<file path="config.mk">
export PLATFORM = sky130hd
export DESIGN_NAME = fetch_unit_flat
export DESIGN_NICKNAME = d
export VERILOG_FILES = /design/src/rtl/cpu_types_pkg.sv /design/src/rtl/fetch_unit_if.sv /design/src/rtl/pc_next_sel.sv /design/src/rtl/fetch_unit.sv /design/src/flat_wrapper.sv
export SDC_FILE = /design/constraint.sdc
export NUM_CORES = 1
export LEC_CHECK = 0
export CAP_MARGIN = 20
export CORE_MARGIN = 5
export CORE_UTILIZATION = 43
export CTS_CLUSTER_SIZE = 20
export DETAILED_ROUTE_END_ITERATION = 12
export PLACE_DENSITY = 0.86
export SYNTH_ARGS = -nofsm -noshare
export SYNTH_HDL_FRONTEND = slang
export SYNTH_SLANG_ARGS = --single-unit
</file>
<file path="constraint.sdc">
create_clock -name CLK -period 2.45 [get_ports CLK]
set_clock_uncertainty 0.05 [all_clocks]
set_input_delay 0.49 -clock CLK [delete_from_list [all_inputs] [get_ports CLK]]
set_output_delay 0.49 -clock CLK [all_outputs]
set_load 0.01 [all_outputs]
</file>
<file path="src/rtl/cpu_types_pkg.sv">
// cpu_types_pkg: shared encodings for the fetch stage and its neighbours
package cpu_types_pkg;
  typedef enum logic [2:0] {
    PC_NPC = 3'd0,
    PC_JR  = 3'd2,
    PC_J   = 3'd3,
    PC_BNE = 3'd4,
    PC_BEQ = 3'd5
  } pcsrc_t;
  typedef enum logic [1:0] {
    FS_IDLE   = 2'd0,
    FS_FETCH  = 2'd1,
    FS_HALTED = 2'd2
  } fetch_state_t;
  localparam logic [31:0] NOP_INSTR = 32'h0000_0000;
endpackage

</file>
<file path="src/rtl/fetch_unit_if.sv">
// fetch_unit_if: icache, decode-feedback and IF/ID signals of the fetch stage
interface fetch_unit_if;
  logic        ihit;
  logic [31:0] imemload_in;
  logic        iREN;
  logic [31:0] imemaddr;
  logic        stall;
  logic        flush;
  logic [2:0]  PCsrc;
  logic        zero;
  logic [31:0] rdat1;
  logic [31:0] branch_tgt;
  logic [25:0] jaddr;
  logic        id_halt;
  logic [31:0] instr_o;
  logic [31:0] npc_o;
  logic        valid_o;
  logic        halted;
  modport fu (
    input  ihit, imemload_in, stall, flush, PCsrc, zero, rdat1, branch_tgt, jaddr, id_halt,
    output iREN, imemaddr, instr_o, npc_o, valid_o, halted
  );
  modport tb (
    output ihit, imemload_in, stall, flush, PCsrc, zero, rdat1, branch_tgt, jaddr, id_halt,
    input  iREN, imemaddr, instr_o, npc_o, valid_o, halted
  );
endinterface

</file>
<file path="src/rtl/pc_next_sel.sv">
// pc_next_sel: decides whether decode redirects the PC and to which address
module pc_next_sel
  import cpu_types_pkg::*;
(
  input  logic        i_valid,
  input  logic        i_stall,
  input  logic [2:0]  i_pcsrc,
  input  logic        i_zero,
  input  logic [31:0] i_rdat1,
  input  logic [31:0] i_branch_tgt,
  input  logic [25:0] i_jaddr,
  input  logic [31:0] i_npc,
  output logic        o_taken,
  output logic [31:0] o_target
);
  logic w_redirect;
  // only a real, unstalled instruction in IF/ID may redirect; unused encodings fall through to npc
  always_comb begin
    w_redirect = (i_pcsrc == PC_JR) | (i_pcsrc == PC_J)
               | ((i_pcsrc == PC_BNE) & !i_zero) | ((i_pcsrc == PC_BEQ) & i_zero);
    o_taken    = i_valid & !i_stall & w_redirect;
    o_target   = (i_pcsrc == PC_JR) ? i_rdat1
               : (i_pcsrc == PC_J)  ? {i_npc[31:28], i_jaddr, 2'b00}
               : i_branch_tgt;
  end
endmodule

</file>
<file path="src/rtl/fetch_unit.sv">
// fetch_unit: PC owner, icache requester and IF/ID register of the pipeline
module fetch_unit
  import cpu_types_pkg::*;
#(
  parameter logic [31:0] PC_INIT  = 32'h0000_0000,
  parameter logic [31:0] NOP_WORD = NOP_INSTR
) (
  input logic      CLK,
  input logic      nRST,
  fetch_unit_if.fu fif
);
  localparam logic [1:0] ST_IDLE   = FS_IDLE;
  localparam logic [1:0] ST_FETCH  = FS_FETCH;
  localparam logic [1:0] ST_HALTED = FS_HALTED;
  logic [1:0]  r_state;
  logic [31:0] r_pc;
  logic [31:0] r_instr;
  logic [31:0] r_npc;
  logic        r_valid;
  logic        w_fetch;
  logic        w_halt;
  logic        w_taken;
  logic [31:0] w_target;
  logic [31:0] w_pc4;
  assign w_fetch = (r_state == ST_FETCH);
  assign w_halt  = w_fetch & fif.id_halt & r_valid & !fif.stall;
  assign w_pc4   = r_pc + 32'd4;
  pc_next_sel u_sel (
    .i_valid     (r_valid),
    .i_stall     (fif.stall),
    .i_pcsrc     (fif.PCsrc),
    .i_zero      (fif.zero),
    .i_rdat1     (fif.rdat1),
    .i_branch_tgt(fif.branch_tgt),
    .i_jaddr     (fif.jaddr),
    .i_npc       (r_npc),
    .o_taken     (w_taken),
    .o_target    (w_target)
  );
  // start fetching one cycle after reset; a committed halt is only undone by reset
  always_ff @(posedge CLK or negedge nRST) begin
    if (!nRST) r_state <= ST_IDLE;
    else if (r_state == ST_IDLE) r_state <= ST_FETCH;
    else if (w_halt) r_state <= ST_HALTED;
  end
  // redirect beats stall, a hit advances; an abandoned fetch simply re-requests at the target
  always_ff @(posedge CLK or negedge nRST) begin
    if (!nRST) r_pc <= PC_INIT;
    else if (w_fetch) r_pc <= w_taken ? w_target : fif.stall ? r_pc : fif.ihit ? w_pc4 : r_pc;
  end
  // IF/ID: bubble on halt entry, flush or redirect; freeze on stall; otherwise capture a hit or bubble a miss
  always_ff @(posedge CLK or negedge nRST) begin
    if (!nRST) begin
      r_instr <= NOP_WORD;
      r_npc   <= 32'd0;
      r_valid <= 1'b0;
    end else if (w_fetch) begin
      if (w_halt | fif.flush | w_taken) begin
        r_instr <= NOP_WORD;
        r_valid <= 1'b0;
      end else if (!fif.stall) begin
        r_instr <= fif.ihit ? fif.imemload_in : NOP_WORD;
        r_valid <= fif.ihit;
        if (fif.ihit) r_npc <= w_pc4;
      end
    end
  end
  assign fif.iREN     = w_fetch;
  assign fif.imemaddr = r_pc;
  assign fif.instr_o  = r_instr;
  assign fif.npc_o    = r_npc;
  assign fif.valid_o  = r_valid;
  assign fif.halted   = (r_state == ST_HALTED);
endmodule
</file>
<file path="src/flat_wrapper.sv">
// flat-port wrapper written by rule: the top's interface ports become plain ports
module fetch_unit_flat import cpu_types_pkg::*;
#(
  parameter logic [31:0] PC_INIT  = 32'h0000_0000,
  parameter logic [31:0] NOP_WORD = NOP_INSTR
)
  (CLK, nRST, fif_ihit, fif_imemload_in, fif_stall, fif_flush, fif_PCsrc, fif_zero, fif_rdat1, fif_branch_tgt, fif_jaddr, fif_id_halt, fif_iREN, fif_imemaddr, fif_instr_o, fif_npc_o, fif_valid_o, fif_halted);
  fetch_unit_if fif_i ();
  input logic CLK;
  input logic nRST;
  input wire logic [$bits(fif_i.ihit)-1:0] fif_ihit;
  input wire logic [$bits(fif_i.imemload_in)-1:0] fif_imemload_in;
  input wire logic [$bits(fif_i.stall)-1:0] fif_stall;
  input wire logic [$bits(fif_i.flush)-1:0] fif_flush;
  input wire logic [$bits(fif_i.PCsrc)-1:0] fif_PCsrc;
  input wire logic [$bits(fif_i.zero)-1:0] fif_zero;
  input wire logic [$bits(fif_i.rdat1)-1:0] fif_rdat1;
  input wire logic [$bits(fif_i.branch_tgt)-1:0] fif_branch_tgt;
  input wire logic [$bits(fif_i.jaddr)-1:0] fif_jaddr;
  input wire logic [$bits(fif_i.id_halt)-1:0] fif_id_halt;
  output wire logic [$bits(fif_i.iREN)-1:0] fif_iREN;
  output wire logic [$bits(fif_i.imemaddr)-1:0] fif_imemaddr;
  output wire logic [$bits(fif_i.instr_o)-1:0] fif_instr_o;
  output wire logic [$bits(fif_i.npc_o)-1:0] fif_npc_o;
  output wire logic [$bits(fif_i.valid_o)-1:0] fif_valid_o;
  output wire logic [$bits(fif_i.halted)-1:0] fif_halted;
  assign fif_i.ihit = fif_ihit;
  assign fif_i.imemload_in = fif_imemload_in;
  assign fif_i.stall = fif_stall;
  assign fif_i.flush = fif_flush;
  assign fif_i.PCsrc = fif_PCsrc;
  assign fif_i.zero = fif_zero;
  assign fif_i.rdat1 = fif_rdat1;
  assign fif_i.branch_tgt = fif_branch_tgt;
  assign fif_i.jaddr = fif_jaddr;
  assign fif_i.id_halt = fif_id_halt;
  assign fif_iREN = fif_i.iREN;
  assign fif_imemaddr = fif_i.imemaddr;
  assign fif_instr_o = fif_i.instr_o;
  assign fif_npc_o = fif_i.npc_o;
  assign fif_valid_o = fif_i.valid_o;
  assign fif_halted = fif_i.halted;
  fetch_unit #(.PC_INIT(PC_INIT), .NOP_WORD(NOP_WORD)) u_core (.CLK(CLK), .nRST(nRST), .fif(fif_i));
endmodule
</file>
==> results by group <==
Timing
  – Finish-stage setup viols: 0
  – Fin. Hold Viols: 0
  – RSZ-0062 raised after global routing: false
  – Fmax: 424 MHz
  – Worst-margin pin slew: 686 ps
  – Setup TNS: 0 ps
  – Fin crit share: 96.2%
  – Relative slew slack: 53.9%
  – Final slew viol count: 0
  – Fin crit period: 2360 ps

Setup path
  – Crit-path cells: ha_1 > and4_2 > nand4_1 > or4_1 > o21ai_0 > a21oi_1
  – CP Capture Type: flip-flop
  – Required time of the critical path: between 2000 and 3000 ps
  – Slowest stage cell, crit path: or4_1
  – CP arrival: 2530 ps
  – Max FO, Critical Path: 6
  – Largest stage delay, worst path: 630 ps
  – CP startpoint kind: flip-flop
  – Worst setup path class: flip-flop to flip-flop

Clock network
  – Cts hold-fix bufs: 0
  – CTS clk-pin slew, worst paths: 70 ps
  – H-tree lvl count: 3
  – TritonCTS clock tree: built
  – Number of buffers created by CTS: 9
  – CTS sink count: 99
  – CTS root buf: clkbuf_16
  – Clk buf depth: 2
  – Clk_lat worst skew: 350 ps

Die
  – Boundary pin count: 231
  – Die Wd: approximately 120 um
  – Die height: 123 um
  – Core Box Area: 0.0126 mm2
  – Initial cell density of the core: 43.8%
  – # rows: 41
  – Die footprint: 0.0152 mm2

Placement
  – Dpl cell area: ~0.0083 mm2
  – Port bufs: 230
  – RePlAce Congestion: 0.878
  – DP Wirelength: 14,900 um

Final layout
  – Share of cells above drive strength 1: a little over a tenth
  – Layout Nets: 952
  – Core Util, Final: 68.5%
  – Area Overhead vs Synth: 56.3%
  – Diodes inserted: 0
  – Design area: 0.00864 mm2

Pwr
  – Gate power share: 45.5%
  – Sw frac: a little over a third
  – Int Pwr: 5.27 mW
  – Clock power share: between 10% and 20%
  – Peak supply drop: 0.649 mV
  – Sequential share of power: 34.8%
  – Psw: 2.86 mW
  – Leak: 3.46 nW
  – Power Density: 941 mW/mm2

Yosys
  – Commonest cells post-synth: dfrtp_1 (99), a21oi_1 (58), nor2_1 (55), nand2_1 (39), a22o_1 (33)
  – Dominant cells by area after synthesis: dfrtp_1 (45%), mux2i_1 (5.8%), a21oi_1 (5.3%)
  – Netlist Area Pre-Place: 0.00553 mm2
  – Async set or reset register ratio after synthesis: 100%
  – Synth Net Count: 717
  – Count leader, synth: dfrtp_1
  – Syn. warnings: 0
  – Synth top area share: 44.8%
  – EDFF count, synth: 0
  – Seq/Total Area, Yosys: 44.8%
  – Post-synthesis register bit count: 99
  – Avg Inst Size Synth: between 9 and 10 um2
  – Cell variety after synth: 57
  – Synth area leader: dfrtp_1
  – Post-synthesis cell count: 584
  – Main flop type after synthesis: dfrtp_1

Hold path
  – Hold/Removal Path Class: input pin to async pin

Routing
  – Drt first pass iters: 6
  – Routed len/inst: 19.7 um
  – Detailed Route WL: 19,600 um
  – DRC: 0
  – Iteration-0 DRC Markers: 306
  – Antenna viol nets, final: 0
  – Via/cell ratio: ~5.7
  – Vias: 5,642

Global routing
  – Number of global-route vias before repair: 5,719
  – Largest net degree at the start of global routing: 54
  – Initial antenna violation count: 0
  – Global route overflow: 0
  – First-pass GRT wire length: 30,000 um
  – GR Util All Layers: 25.5%

Outcome
  – Status: finished clean

Flow run
  – Max_cap viols: 0
## worst max-delay path, delay by kind of cell (launching register included)
family | cells | cell delay (ps)
adder cells (fa/ha/maj) | 1 | 310
flip-flops | 1 | 460
AO/OA/AOI/OAI | 2 | 280
AND/OR/NAND/NOR | 3 | 1130
## logic make-up after synthesis
logic type                 after synthesis  synth area share [%]
AOI/OAI and AO/OA                      185                  23.0
xor gates and xnor gates                29                  4.59
adders and majority gates                1                 0.226
buffers and inverters                   62                  4.87
DFF                                     99                  44.8
muxes                                   35                  6.41
and+or+nand+nor                        173                  16.1
## state kept, by name, summed over array words and instances (netlist names)
| register | cells |
|---|---|
| u_core.r_state | 2 |
| u_core.fif.npc_o | 32 |
| u_core.fif.imemaddr | 32 |
| u_core.fif.valid_o | 1 |
| u_core.fif.instr_o | 32 |
## repair_timing
item | 4_1_cts | 5_1_grt
endpoints found under the setup margin | 12 | 22
pin swaps | 0 | 0
buffers inserted | 0 | 0
gates resized for setup | 1 | 4
## metal layers
metal	global-route usage, %	up-vias	share of wire, %
met5	0	-	0
met4	8.44	0	1.7
met3	5.17	24	8.6
met2	43.9	257	49
met1	32.1	2710	41
li1	-	2651	-
## cells in the final DEF, fill, tap and decap left out, types with 3 or more instances in the layout
cell type and n:
inv_1 8, nor4_1 6, a211oi_1 12, o21ai_0 16, buf_12 9, bufinv_16 3
and3_1 5, o22a_1 11, xor2_1 6, o21a_1 3, mux2_2 3, o31ai_1 5
or4_4 3, o311ai_1 3, a22o_1 33, nor2_1 55, buf_4 40, a31oi_1 9
o22ai_1 3, clkbuf_16 9, nand4_1 15, and2_1 3, mux2i_1 32, xnor2_1 23
o211ai_1 12, dfrtp_1 99, nor3_1 11, or4_1 5, nand2_1 39, a21oi_1 58
clkdlybuf4s50_1 228, nand3_1 14
## per-stage QoR
stage                     power, mW  hold slack, ps  std cells  worst slack [ps]
after floorplan                4.38             144        584               204
after global placement         6.42             418        980              -368
after detailed placement       6.53             434        980              -440
after CTS                      8.18            78.6        995              31.6
after global routing           8.58            97.3        995              14.1
final                          8.13            63.7        995              92.4
## worst paths after layout
| path | from | slack (ps) | end | cells past startpoint |
|---|---|---|---|---|
| worst max-delay path | u_core.fif.imemaddr[3] | 90 | u_core.fif.imemaddr[22] | 6 |
| worst min-delay path | nRST | 60 | u_core.fif.instr_o[19] | 1 |
| worst max register to register | u_core.fif.imemaddr[3] | 90 | u_core.fif.imemaddr[22] | 6 |
| worst min register to register | u_core.r_state[1] | 450 | u_core.r_state[1] | 1 |
| max in group asynchronous | nRST | 1620 | u_core.fif.npc_o[24] | 2 |
| min in group CLK | u_core.r_state[1] | 450 | u_core.r_state[1] | 1 |
## layout make-up
| class | count | area, um2 |
|---|---|---|
| clock buffer | 10 | 229 |
| multi-input combinational | 423 | 2820 |
| sequential | 99 | 2480 |
| tap | 172 | 215 |
| inverter | 8 | 30.0 |
| timing repair buffer | 278 | 2770 |
| clock inverter | 5 | 103 |
| fill | 994 | 3980 |
## power groups by stage
stage               Combinational, mW  Clock (mW)  Sequential, mW
floorplan                        1.36           0            3.02
global placement                 3.61           0            2.81
detailed placement               3.69           0            2.84
CTS                              3.72        1.64            2.82
global route                     3.97        1.70            2.91
finish                           3.70        1.61            2.83
Power figures use the tool's default switching activity.
